## src/rtl/grover_measure.sv

```systemverilog
// Collapses a vector of signed Grover amplitudes into one index, drawn with probability
// proportional to amplitude^2, and reports the most probable index alongside it.
module grover_measure #(
    parameter int unsigned num_bit        = 3,
    parameter int unsigned fixedpoint_bit = 8,
    parameter int unsigned num_sample     = 2 ** num_bit,
    parameter logic [15:0] lfsr_seed      = 16'hACE1
) (
    input  logic                      clk,
    input  logic                      rst,
    input  logic                      start,
    input  logic [num_bit-1:0]        target_search,
    input  logic [fixedpoint_bit-1:0] i0,
    input  logic [fixedpoint_bit-1:0] i1,
    input  logic [fixedpoint_bit-1:0] i2,
    input  logic [fixedpoint_bit-1:0] i3,
    input  logic [fixedpoint_bit-1:0] i4,
    input  logic [fixedpoint_bit-1:0] i5,
    input  logic [fixedpoint_bit-1:0] i6,
    input  logic [fixedpoint_bit-1:0] i7,
    output logic [num_bit-1:0]        measured,
    output logic [num_bit-1:0]        argmax,
    output logic                      hit,
    output logic                      zero_total,
    output logic                      busy,
    output logic                      valid
);

    localparam int unsigned n_port = 8;
    localparam int unsigned sw     = 2 * fixedpoint_bit;
    localparam int unsigned pw     = sw - 1;
    localparam int unsigned tw     = pw + num_bit;
    localparam int unsigned lw     = 16;

    typedef enum logic [2:0] {
        IDLE   = 3'd0,
        SQUARE = 3'd1,
        DRAW   = 3'd2,
        SCAN   = 3'd3,
        DONE   = 3'd4
    } state_t;

    state_t state;
    state_t next_state;

    logic signed [fixedpoint_bit-1:0] amp [n_port];
    logic [pw-1:0]                    prob [n_port];
    logic [num_bit-1:0]               target_q;
    logic [num_bit-1:0]               cnt;
    logic [tw-1:0]                    total;
    logic [pw-1:0]                    best;
    logic [num_bit-1:0]               arg_work;
    logic [tw-1:0]                    r;
    logic [tw-1:0]                    cum;
    logic                             found;
    logic [num_bit-1:0]               meas_work;
    logic [lw-1:0]                    lfsr;

    logic                      last_c;
    logic                      load_c;
    logic                      sq_en_c;
    logic                      draw_c;
    logic                      scan_en_c;
    logic                      finish_c;
    logic                      busy_c;
    logic                      valid_c;
    logic signed [sw-1:0]      amp_ext_c;
    logic signed [sw-1:0]      sq_c;
    logic [pw-1:0]             p_c;
    logic [lw+tw-1:0]          prod_c;
    logic [tw-1:0]             r_c;
    logic [lw-1:0]             lfsr_next_c;
    logic [tw-1:0]             cum_next_c;
    logic                      scan_match_c;
    logic [num_bit-1:0]        meas_final_c;

    assign last_c = (cnt == num_bit'(num_sample - 1));

    // State register
    always_ff @(posedge clk or negedge rst) begin
        if (!rst) begin
            state <= IDLE;
        end else begin
            state <= next_state;
        end
    end

    // Next-state logic
    always_comb begin
        next_state = state;
        case (state)
            IDLE:    if (start) next_state = SQUARE;
            SQUARE:  if (last_c) next_state = DRAW;
            DRAW:    next_state = SCAN;
            SCAN:    if (last_c) next_state = DONE;
            DONE:    next_state = IDLE;
            default: next_state = IDLE;
        endcase
    end

    // Per-state datapath strobes and next values of the status flags
    always_comb begin
        load_c    = 1'b0;
        sq_en_c   = 1'b0;
        draw_c    = 1'b0;
        scan_en_c = 1'b0;
        finish_c  = 1'b0;
        busy_c    = (next_state != IDLE);
        valid_c   = (next_state == DONE);
        case (state)
            IDLE:   load_c    = start;
            SQUARE: sq_en_c   = 1'b1;
            DRAW:   draw_c    = 1'b1;
            SCAN: begin
                scan_en_c = 1'b1;
                finish_c  = last_c;
            end
            default: ;
        endcase
    end

    // Squared amplitude; a signed square never needs the sign bit
    assign amp_ext_c = sw'(amp[cnt]);
    assign sq_c      = amp_ext_c * amp_ext_c;
    assign p_c       = pw'(sq_c);

    // Random threshold scaled into [0, total)
    assign prod_c      = (lw + tw)'(lfsr) * (lw + tw)'(total);
    assign r_c         = tw'(prod_c >> lw);
    assign lfsr_next_c = {lfsr[lw-2:0], lfsr[15] ^ lfsr[13] ^ lfsr[12] ^ lfsr[10]};

    // First index whose running sum passes the threshold wins
    assign cum_next_c   = cum + tw'(prob[cnt]);
    assign scan_match_c = !found && (cum_next_c > r);
    assign meas_final_c = scan_match_c ? cnt : meas_work;

    always_ff @(posedge clk or negedge rst) begin
        if (!rst) begin
            busy  <= 1'b0;
            valid <= 1'b0;
        end else begin
            busy  <= busy_c;
            valid <= valid_c;
        end
    end

    // Sample counter shared by SQUARE and SCAN
    always_ff @(posedge clk or negedge rst) begin
        if (!rst) begin
            cnt <= '0;
        end else if (load_c) begin
            cnt <= '0;
        end else if (sq_en_c || scan_en_c) begin
            cnt <= last_c ? '0 : cnt + num_bit'(1);
        end
    end

    // Latched request and SQUARE accumulation
    always_ff @(posedge clk or negedge rst) begin
        if (!rst) begin
            for (int k = 0; k < int'(n_port); k++) begin
                amp[k]  <= '0;
                prob[k] <= '0;
            end
            target_q <= '0;
            total    <= '0;
            best     <= '0;
            arg_work <= '0;
        end else if (load_c) begin
            amp[0]   <= i0;
            amp[1]   <= i1;
            amp[2]   <= i2;
            amp[3]   <= i3;
            amp[4]   <= i4;
            amp[5]   <= i5;
            amp[6]   <= i6;
            amp[7]   <= i7;
            target_q <= target_search;
            total    <= '0;
            best     <= '0;
            arg_work <= '0;
        end else if (sq_en_c) begin
            prob[cnt] <= p_c;
            total     <= total + tw'(p_c);
            if (p_c > best) begin
                best     <= p_c;
                arg_work <= cnt;
            end
        end
    end

    // Draw and scan state; the generator steps only on a draw
    always_ff @(posedge clk or negedge rst) begin
        if (!rst) begin
            lfsr      <= lfsr_seed;
            r         <= '0;
            cum       <= '0;
            found     <= 1'b0;
            meas_work <= '0;
        end else if (load_c) begin
            cum       <= '0;
            found     <= 1'b0;
            meas_work <= '0;
        end else if (draw_c) begin
            r    <= r_c;
            lfsr <= lfsr_next_c;
        end else if (scan_en_c) begin
            cum <= cum_next_c;
            if (scan_match_c) begin
                found     <= 1'b1;
                meas_work <= cnt;
            end
        end
    end

    // Results update together on entry to DONE and hold until the next one
    always_ff @(posedge clk or negedge rst) begin
        if (!rst) begin
            measured   <= '0;
            argmax     <= '0;
            hit        <= 1'b0;
            zero_total <= 1'b0;
        end else if (finish_c) begin
            measured   <= meas_final_c;
            argmax     <= arg_work;
            hit        <= (meas_final_c == target_q);
            zero_total <= (total == '0);
        end
    end

endmodule

```

## config.mk

```make
export PLATFORM = sky130hd
export DESIGN_NAME = grover_measure
export DESIGN_NICKNAME = d
export VERILOG_FILES = /design/src/rtl/grover_measure.sv
export SDC_FILE = /design/constraint.sdc
export NUM_CORES = 1
export LEC_CHECK = 0
export CELL_PAD_IN_SITES_DETAIL_PLACEMENT = 0
export CELL_PAD_IN_SITES_GLOBAL_PLACEMENT = 2
export CORE_ASPECT_RATIO = 1.25
export CORE_MARGIN = 2
export CORE_UTILIZATION = 44
export DETAILED_ROUTE_END_ITERATION = 8
export GPL_TIMING_DRIVEN = 0
export PLACE_DENSITY = 0.95
export SYNTH_ARGS = -nofsm -noshare
export SYNTH_HDL_FRONTEND = slang
export SYNTH_SLANG_ARGS = --single-unit
export TNS_END_PERCENT = 10
```

## constraint.sdc

```tcl
create_clock -name clk -period 13.1 [get_ports clk]
set_clock_uncertainty 0.15 [all_clocks]
set_input_delay 1.965 -clock clk [delete_from_list [all_inputs] [get_ports clk]]
set_output_delay 1.965 -clock clk [all_outputs]
set_load 0.01 [all_outputs]
```

==> impl_results.md, run 1 <==
* CTS tree: done
* Worst setup path startpoint: cnt[1]$_DFFE_PN0P_
* Slew HR at 0.134
* CP endpoint: best[9]$_DFFE_PN0P_
* Post-synth ARST share at 1.00
* Tightest Pin Transition at ~1300 ps
* First drt pass iteration count at 5
* Core area at 55,100 sq um
* Synth area leader: dfrtp_1
* Vias at 18,972
* Arrival @ worst endpoint at roughly 10000 ps
* Setup-failing EPs final at 0
* Area share of the largest cell type after synthesis at 0.283
* Crit-path max cell delay at approximately 1000 ps
* Syn avg cell area at approximately 9.1 sq um
* Register-to-Register Path Depth at 36
* Layout cell share with drive strength beyond 1 at 0.0449
* Total gr overflow at 0
* Ant. Diodes at 0
* Part of the cycle the worst path needs at 0.717
* Top cells by area, synth: dfrtp_1, fa_1, ha_1
* Reg-to-Reg Start: cnt[1]$_DFFE_PN0P_
* Initial DRC count at roughly 1,100
* Wire length per cell at about 19 microns
* CP endpoint kind: register
* Detail Route Antenna Nets at 0
* Worst skew pair latency at 570 ps
* Unrepaired setup endpoints after global routing: false
* HP Class: register to register
* Startpoint Class: register
* PostCTS Resize Cnt at 0
* Synthesized cell area at 24,600 sq um
* CTS H-tree depth at 1
* Die H at 268 microns
* CP top delay family: buffers and inverters
* Syn Nets at about 3,200
* Status: completed
* WP buf/inv at 11
* Number of stages on the worst setup path at 36
* Max_cap viols at 0
* Clk buf depth at 3
* Ys flop type: dfrtp_1
* Clk sinks at around 290
* Total CTS buffers at 29
* Largest net degree at the start of global routing at approximately 120
* DP HPWL at around 53,000 microns
* Sequential share of the synthesized area at 0.291
* PortBufs at 79
* IO Count at 80
* Area of the die at between 50,000 and 60,000 sq um
* Worst Hold Slack at about 320 ps
* All-layer global routing usage at 0.241
* CTS clk-pin slew, worst paths at around 60 ps
* Yosys warning count at 0
* DRC at 0
* Synth-to-Final Area Change at 11.1%
* Crit path kind: register to register
* Nets at about 3,300
* Number of global-route vias before repair at 20,445
* Critical Path Fanout Max at 10
* Slowest cell on the critical path: xor2_1
* RR Endpoint: best[9]$_DFFE_PN0P_
* Fmax at around 110 MHz
* Cell variety after synth at between 60 and 70
* Number of flops mapped to enable cells by yosys at 0
* First-pass GRT wire length at 109,000 microns
* Slew Limit Fails at 0
* Non-filler cells, final at about 3,600
* Starting Density at 0.446
* Hold Vio Cnt, Final at 0
* Fin crit period at 9390 ps
* CTS root buffer: clkbuf_16
* Synthesized flop and latch total at 286
* FP Rows at 96
* Post-Syn Instances at between 2,000 and 3,000
* Gp weighted congestion at 0.868
* Via density at roughly 5.3
* Die X at roughly 220 microns
* Most common cell on crit path: a21oi_1
* Placed cells at between 3,000 and 4,000
* Postcts setup bufs at 0
* # hold bufs at CTS at 0
* Drt total wl at 67,200 microns
* Worst Path Required at about 13,000 ps
* R2R setup slack at ~3700 ps
* Initial antenna violation count at 0
-- cell families after synthesis --
kind of cell,share of synthesized area
flops,0.291
compound gates,0.111
buf+inv,0.0815
simple gates,0.158
xor+xnor,0.0249
mux,0.0244
fa+ha+maj,0.309
-- synth_stat cells, types with 7 or more instances --
cell,number
xnor2_1,42
buf_2,9
a31oi_1,8
a21o_1,34
and3_1,9
xor2_1,26
nand4_1,25
o21a_1,8
and2_1,100
nor3_1,19
mux2i_1,25
nor2_1,55
a21oi_1,48
dfrtp_1,278
clkbuf_1,127
mux2_2,31
ha_1,188
o21bai_1,11
nand2_1,615
inv_1,379
dfstp_2,8
a22o_1,19
o21ai_0,159
fa_1,262
a22oi_1,80
nand3_1,27
o31ai_1,7
and4_1,8
-- flip-flops by register name, summed over array words and instances (netlist names) --
name        count
lfsr           16
found           1
valid           1
cum            18
state           3
total          18
r              18
arg_work        3
hit             1
measured        3
busy            1
prob          112
cnt             3
zero_total      1
best           14
target_q        3
argmax          3
meas_work       3
amp            64
-- tightest hold or removal path, stage by stage, from the launching register on --
cell	delay (ps)
dfrtp_1	340
nand2_1	50
nand2_1	60
-- area by class of cell --
class                           instances  area [sq um]
Inverter                              380          1430
Sequential cell                       286          7170
Clock inverter                         13           150
Clock buffer                           39           803
Tap cell                              735           920
Fill cell                            5261         27800
Buffer                                144           578
Timing Repair Buffer                   82           858
Multi-Input combinational cell       1883         15400
-- how the worst min path moves through the flow --
stage                                      from                     to  slack, ps  cells past startpoint
after floorplan             amp[39]$_DFFE_PN0P_    amp[39]$_DFFE_PN0P_        290                      2
after global placement      amp[13]$_DFFE_PN0P_    amp[13]$_DFFE_PN0P_        310                      2
after detailed placement     amp[9]$_DFFE_PN0P_     amp[9]$_DFFE_PN0P_        310                      2
after CTS                    amp[9]$_DFFE_PN0P_     amp[9]$_DFFE_PN0P_        330                      2
after global routing      prob[105]$_DFFE_PN0P_  prob[105]$_DFFE_PN0P_        350                      2
final                       amp[57]$_DFFE_PN0P_    amp[57]$_DFFE_PN0P_        320                      2
-- layer usage --
layer  share of wire  vias to the layer above  global-route usage
li1                -                     8848                   -
met1            0.40                     9561               0.286
met2            0.53                      436               0.454
met3           0.034                      127              0.0178
met4           0.039                        0              0.0919
met5               0                        -                   0
-- placed cells by master, fill, tap and decap left out, drive strengths merged, types with 4 or more instances in the layout --
cell type        n
a211oi           7
a21o            34
a21oi           50
a22o            19
a22oi           80
a31oi           10
and2           100
and3             9
and4             8
buf             20
clkbuf         166
clkdlybuf4s50   79
clkinv           8
dfrtp          278
dfstp            8
fa             262
ha             188
inv            381
mux2            31
mux2i           25
nand2          615
nand2b           5
nand3           27
nand4           25
nor2            55
nor2b            6
nor3            20
o211ai           4
o21a             8
o21ai          165
o21bai          11
o31ai            9
or3              6
xnor2           43
xor2            26
-- per-stage QoR --
step,worst slack [ps],util,setup TNS (ps),instance area (sq um)
after detailed placement,3770,0.479,0,26400
after global routing,3230,0.496,0,27300
after global placement,-2440,0.477,-662620,26300
after CTS,3740,0.496,0,27300
after floorplan,6080,-,0,24600
final,3710,0.496,0,27300
Power of run 1 is left out: the tool's default activity adds up to more than one toggle a clock period on the data nets, which glitch-free logic cannot reach.
==> run 2, diff against run 1 <==
--- a/config.mk
+++ b/config.mk
@@ -9,10 +9,10 @@
 export CELL_PAD_IN_SITES_GLOBAL_PLACEMENT = 2
 export CORE_ASPECT_RATIO = 1.25
 export CORE_MARGIN = 2
-export CORE_UTILIZATION = 44
+export CORE_UTILIZATION = 41
 export DETAILED_ROUTE_END_ITERATION = 8
 export GPL_TIMING_DRIVEN = 0
-export PLACE_DENSITY = 0.95
+export PLACE_DENSITY = 0.93
 export SYNTH_ARGS = -nofsm -noshare
 export SYNTH_HDL_FRONTEND = slang
 export SYNTH_SLANG_ARGS = --single-unit
==> constraint.sdc (replaced) <==
create_clock -name clk -period 8.95 [get_ports clk]
set_clock_uncertainty 0.15 [all_clocks]
set_input_delay 1.3425 -clock clk [delete_from_list [all_inputs] [get_ports clk]]
set_output_delay 1.3425 -clock clk [all_outputs]
set_load 0.01 [all_outputs]
==> run 2 against run 1 <==
Effect of this change: design area grew 0.76%; register-to-register slack got worse by 3200 ps; die area up 7.2%; sequential cell count did not move; global-route usage shrank 1.4 points; maximum frequency increased by 11%; sequential share of layout area shrank 0.20 points; worst setup slack lost 3200 ps; critical path depth is 1 lower; critical path type unchanged.
==> impl_results.md, run 2 (same netlist as run 1, synthesis figures left out) <==
* Arrival @ worst endpoint at 8790 ps
* Die H at 278 microns
* CP endpoint kind: register
* IO Count at 80
* Ant. Diodes at 0
* Gp weighted congestion at approximately 0.86
* Layout cell share with drive strength beyond 1 at 0.0534
* Initial antenna violation count at 0
* Total Negative Setup Slacks at 0 ps
* Hold_sp: amp[13]$_DFFE_PN0P_
* Most common cell on crit path: inv_1
* R2R setup slack at around 490 ps
* Area of the die at roughly 62,000 sq um
* Slew HR at 0.244
* Commonest cells after routing, fill and taps aside: nand2_1, inv_1, dfrtp_1, fa_1, ha_1
* CTS root buffer: clkbuf_16
* DRC at 0
* Hold Vio Cnt, Final at 0
* Hold EP: amp[13]$_DFFE_PN0P_
* Crit path kind: register to register
* Initial DRC count at about 1,100
* Part of the cycle the worst path needs at 0.945
* All-layer global routing usage at 0.227
* Worst skew pair latency at between 500 and 600 ps
* CTS clk-pin slew, worst paths at approximately 70 ps
* Clk sinks at about 290
* Status: completed
* Number of global-route vias before repair at around 21,000
* HP Class: register to register
* Tightest Pin Transition at approximately 1100 ps
* Max reg flops at 112
* FP Rows at 100
* Most common cell after layout, fill and taps aside: nand2_1
* Slowest cell on the critical path: fa_1
* Register-to-Register Path Depth at 35
* Startpoint Class: register
* Worst setup path startpoint: cnt[1]$_DFFE_PN0P_
* First drt pass iteration count at 7
* Core area at 59,400 sq um
* RR Endpoint: best[10]$_DFFE_PN0P_
* Total CTS buffers at 28
* Fmax at around 120 MHz
* Synth-to-Final Area Change at 11.9%
* Crit-path max cell delay at roughly 530 ps
* CTS tree: done
* Drt total wl at slightly below 70,000 microns
* Fin crit period at about 8500 ps
* CTS H-tree depth at 1
* Via density at 5.32
* Largest register by flop count: prob
* First-pass GRT wire length at 111,000 microns
* Setup-failing EPs final at 0
* Largest net degree at the start of global routing at between 100 and 150
* PortBufs at slightly below 80
* Max_cap viols at 0
* DP HPWL at between 50,000 and 60,000 microns
* Worst Path Required at just over 9000 ps
* Clk buf depth at 3
* Wire length per cell at 19.0 microns
* Nets at 3,328
* Starting Density at 0.414
* Hold depth at 2
* Total gr overflow at 0
* Detail Route Antenna Nets at 0
* Slew Limit Fails at 0
* Vias at ~19,000
* Reg-to-Reg Start: cnt[1]$_DFFE_PN0P_
* Critical Path Fanout Max at 10
* Largest regs: prob (112), amp (64)
* Die X at between 200 and 250 microns
## run 2: changes by cell type in the layout (fill, tap and decap cells not counted), sizes merged
cell | before | now
clkinv | 8 | 10
clkinvlp | 1 | 4
buf | 20 | 23
inv | 381 | 380
bufinv | 3 | 5
clkbuf | 166 | 160
## run 2: cell type report
cell class,instances,area (sq um)
timing repair buffer,85,881
fill,5699,31900
clock buffer,33,751
multi-input combinational,1883,15500
clock inverter,19,234
sequential,286,7170
inverter,380,1430
buffer,144,588
tap,765,957
## run 2: how the worst max path moves through the flow
stage,endpoint,slack [ps],depth (start not counted)
floorplan,best[11]$_DFFE_PN0P_,1930,36
global placement,prob[100]$_DFFE_PN0P_,-5880,1
detailed placement,best[10]$_DFFE_PN0P_,-400,36
CTS,best[10]$_DFFE_PN0P_,80,36
global route,best[10]$_DFFE_PN0P_,-3,35
finish,best[10]$_DFFE_PN0P_,490,35
## run 2: metal layers
metal	routed length, microns	GRT usage	up-vias	part of all wire
met5	0	0	-	0
met4	2870	0.0883	0	0.042
met3	2360	0.0160	138	0.034
met2	36500	0.431	436	0.53
met1	26700	0.263	9706	0.39
li1	-	-	8855	-
## run 2: metrics by stage
step                 util  setup slack [ps]  cell area [sq um]  hold WS, ps  std cells
detailed placement  0.444              -404              26400          313       3539
CTS                 0.462              82.2              27500          329       3591
global placement    0.443             -5880              26400          309       3537
finish              0.463               489              27500          325       3595
global route        0.463             -2.82              27500          347       3595
floorplan               -              1930              24600          289       2693
## run 2: timing repair
action,4_1_cts,5_1_grt
gates resized for setup,8,23
buffers inserted,0,4
hold buffers,0,0
endpoints found under the setup margin,22,19
pin swaps,0,1
## run 2: critical path: cells and delay by family (launching register included)
kind	cells	cell delay, ps
fa+ha+maj	6	2410
mux	1	220
buf+inv	13	2170
xor+xnor	2	580
simple gates	5	730
flops	1	390
compound gates	8	1720
Power of run 2 is left out for the same reason.
==> run 3, diff against run 2 <==
--- a/config.mk
+++ b/config.mk
@@ -10,6 +10,8 @@
 export CORE_ASPECT_RATIO = 1.25
 export CORE_MARGIN = 2
 export CORE_UTILIZATION = 41
+export CTS_BUF_LIST = sky130_fd_sc_hd__clkbuf_4 sky130_fd_sc_hd__clkbuf_8
+export CTS_CLUSTER_DIAMETER = 100
 export DETAILED_ROUTE_END_ITERATION = 8
 export GPL_TIMING_DRIVEN = 0
 export PLACE_DENSITY = 0.93
==> run 3 against run 2 <==
Effect of this change: critical path depth stayed put; count of clock-buffer cells in the layout is 41 higher; maximum frequency is 0.68% higher; die area stayed put; via count is 0.57% higher; register-to-register slack better by 60 ps; critical endpoint unchanged.
==> impl_results.md, run 3 (same netlist as run 1, synthesis figures left out) <==
* Worst Path Required at 9320 ps
* Max_cap viols at 0
* CTS root buffer: clkbuf_8
* Clk buf depth at 3
* Critical Path Fanout Max at 10
* Worst skew pair latency at just over 600 ps
* Die H at 278 microns
* HP Class: register to register
* Part of the cycle the worst path needs at 0.939
* First drt pass iteration count at 7
* Starting Density at 0.414
* Largest regs: prob (112), amp (64)
* Slew Limit Fails at 0
* Largest register by flop count: prob
* Gp weighted congestion at between 0.8 and 0.9
* Die X at 223 microns
* Initial DRC count at 1,155
* Commonest cells after routing, fill and taps aside: nand2_1, inv_1, dfrtp_1, fa_1, ha_1
* Hold Vio Cnt, Final at 0
* Via density at 5.31
* Status: completed
* Drt total wl at 68,800 microns
* Tightest Pin Transition at 1140 ps
* Nets at about 3,300
* IO Count at 80
* Non-filler cells, final at around 3,600
* Crit-path max cell delay at about 530 ps
* CP endpoint kind: register
* Crit path kind: register to register
* DP HPWL at roughly 54,000 microns
* First-pass GRT wire length at between 100,000 and 150,000 microns
* Pre-CTS setup slack at -404 ps
* Fin util at 0.465
* Synth-to-Final Area Change at 12.3%
* Fmax at approximately 120 MHz
* Number of global-route vias before repair at 20,900
* Slew HR at 0.237
* # hold bufs at CTS at 0
* Vias at around 19,000
* Largest net degree at the start of global routing at approximately 120
* Final setup margin at between 500 and 600 ps
* Dpl cell area at around 26,000 sq um
* Initial antenna violation count at 1
* FP Rows at 100
* Slowest cell on the critical path: fa_1
* Most common cell after layout, fill and taps aside: nand2_1
* Max reg flops at 112
* Layout cell share with drive strength beyond 1 at 0.0647
* PortBufs at between 70 and 80
* Total CTS buffers at 46
* All-layer global routing usage at 0.229
* Detail Route Antenna Nets at 0
* Most common cell on crit path: inv_1
* Fin crit period at ~8400 ps
* Placed cells at ~3,500
* CTS clk-pin slew, worst paths at around 60 ps
* Area of the die at 62,000 sq um
* DRC at 0
* Core area at between 50,000 and 60,000 sq um
* Post-route cell area at between 20,000 and 30,000 sq um
* Total gr overflow at 0
* CTS H-tree depth at 2
* CTS tree: done
* Setup-failing EPs final at 0
* Arrival @ worst endpoint at about 9000 ps
* R2R setup slack at around 550 ps
* Wire length per cell at roughly 19 microns
* Clk sinks at 286
* Startpoint Class: register
* Unrepaired setup endpoints after global routing: false
-- run 3: critical path: cells and delay by family (launching register included) --
kind,cells,cell delay [ps]
fa+ha+maj,6,2400
buf+inv,13,2110
compound gates,8,1760
simple gates,5,720
xor+xnor,2,590
flops,1,390
mux,1,220
-- run 3: cell type report --
cell class	instances	area [sq um]
Antenna cell	1	2.50
Buffer	144	588
Clock buffer	74	943
Clock inverter	9	119
Fill cell	5702	31800
Inverter	380	1430
Multi-Input combinational cell	1883	15500
Sequential cell	286	7170
Tap cell	765	957
Timing Repair Buffer	85	881
-- run 3: worst paths after layout --
kind,startpoint,to,cells after the start
min,amp[13]$_DFFE_PN0P_,amp[13]$_DFFE_PN0P_,2
max,cnt[1]$_DFFE_PN0P_,best[10]$_DFFE_PN0P_,35
max reg2reg,cnt[1]$_DFFE_PN0P_,best[10]$_DFFE_PN0P_,35
max in group asynchronous,rst,cum[11]$_DFFE_PN0P_,3
min in group asynchronous,rst,amp[41]$_DFFE_PN0P_,1
min reg2reg,amp[13]$_DFFE_PN0P_,amp[13]$_DFFE_PN0P_,2
-- run 3: per-layer routing --
layer  vias up  global-route usage  part of all wire
met2       464               0.429              0.53
met5         -                   0                 0
met4         0               0.101             0.047
met3       158              0.0204             0.034
li1       8893                   -                 -
met1      9729               0.263              0.39
-- run 3: metrics by stage --
step,setup TNS (ps),hold WS [ps]
floorplan,0,289
global placement,-1637750,309
detailed placement,-5030,313
CTS,0,328
global route,0,347
finish,0,322
-- run 3: timing repair --
item / CTS / global route
buffers inserted: 0 / 4
gates resized for setup: 8 / 23
setup endpoints to repair: 22 / 19
pin swaps: 0 / 1
Power of run 3 is left out for the same reason.
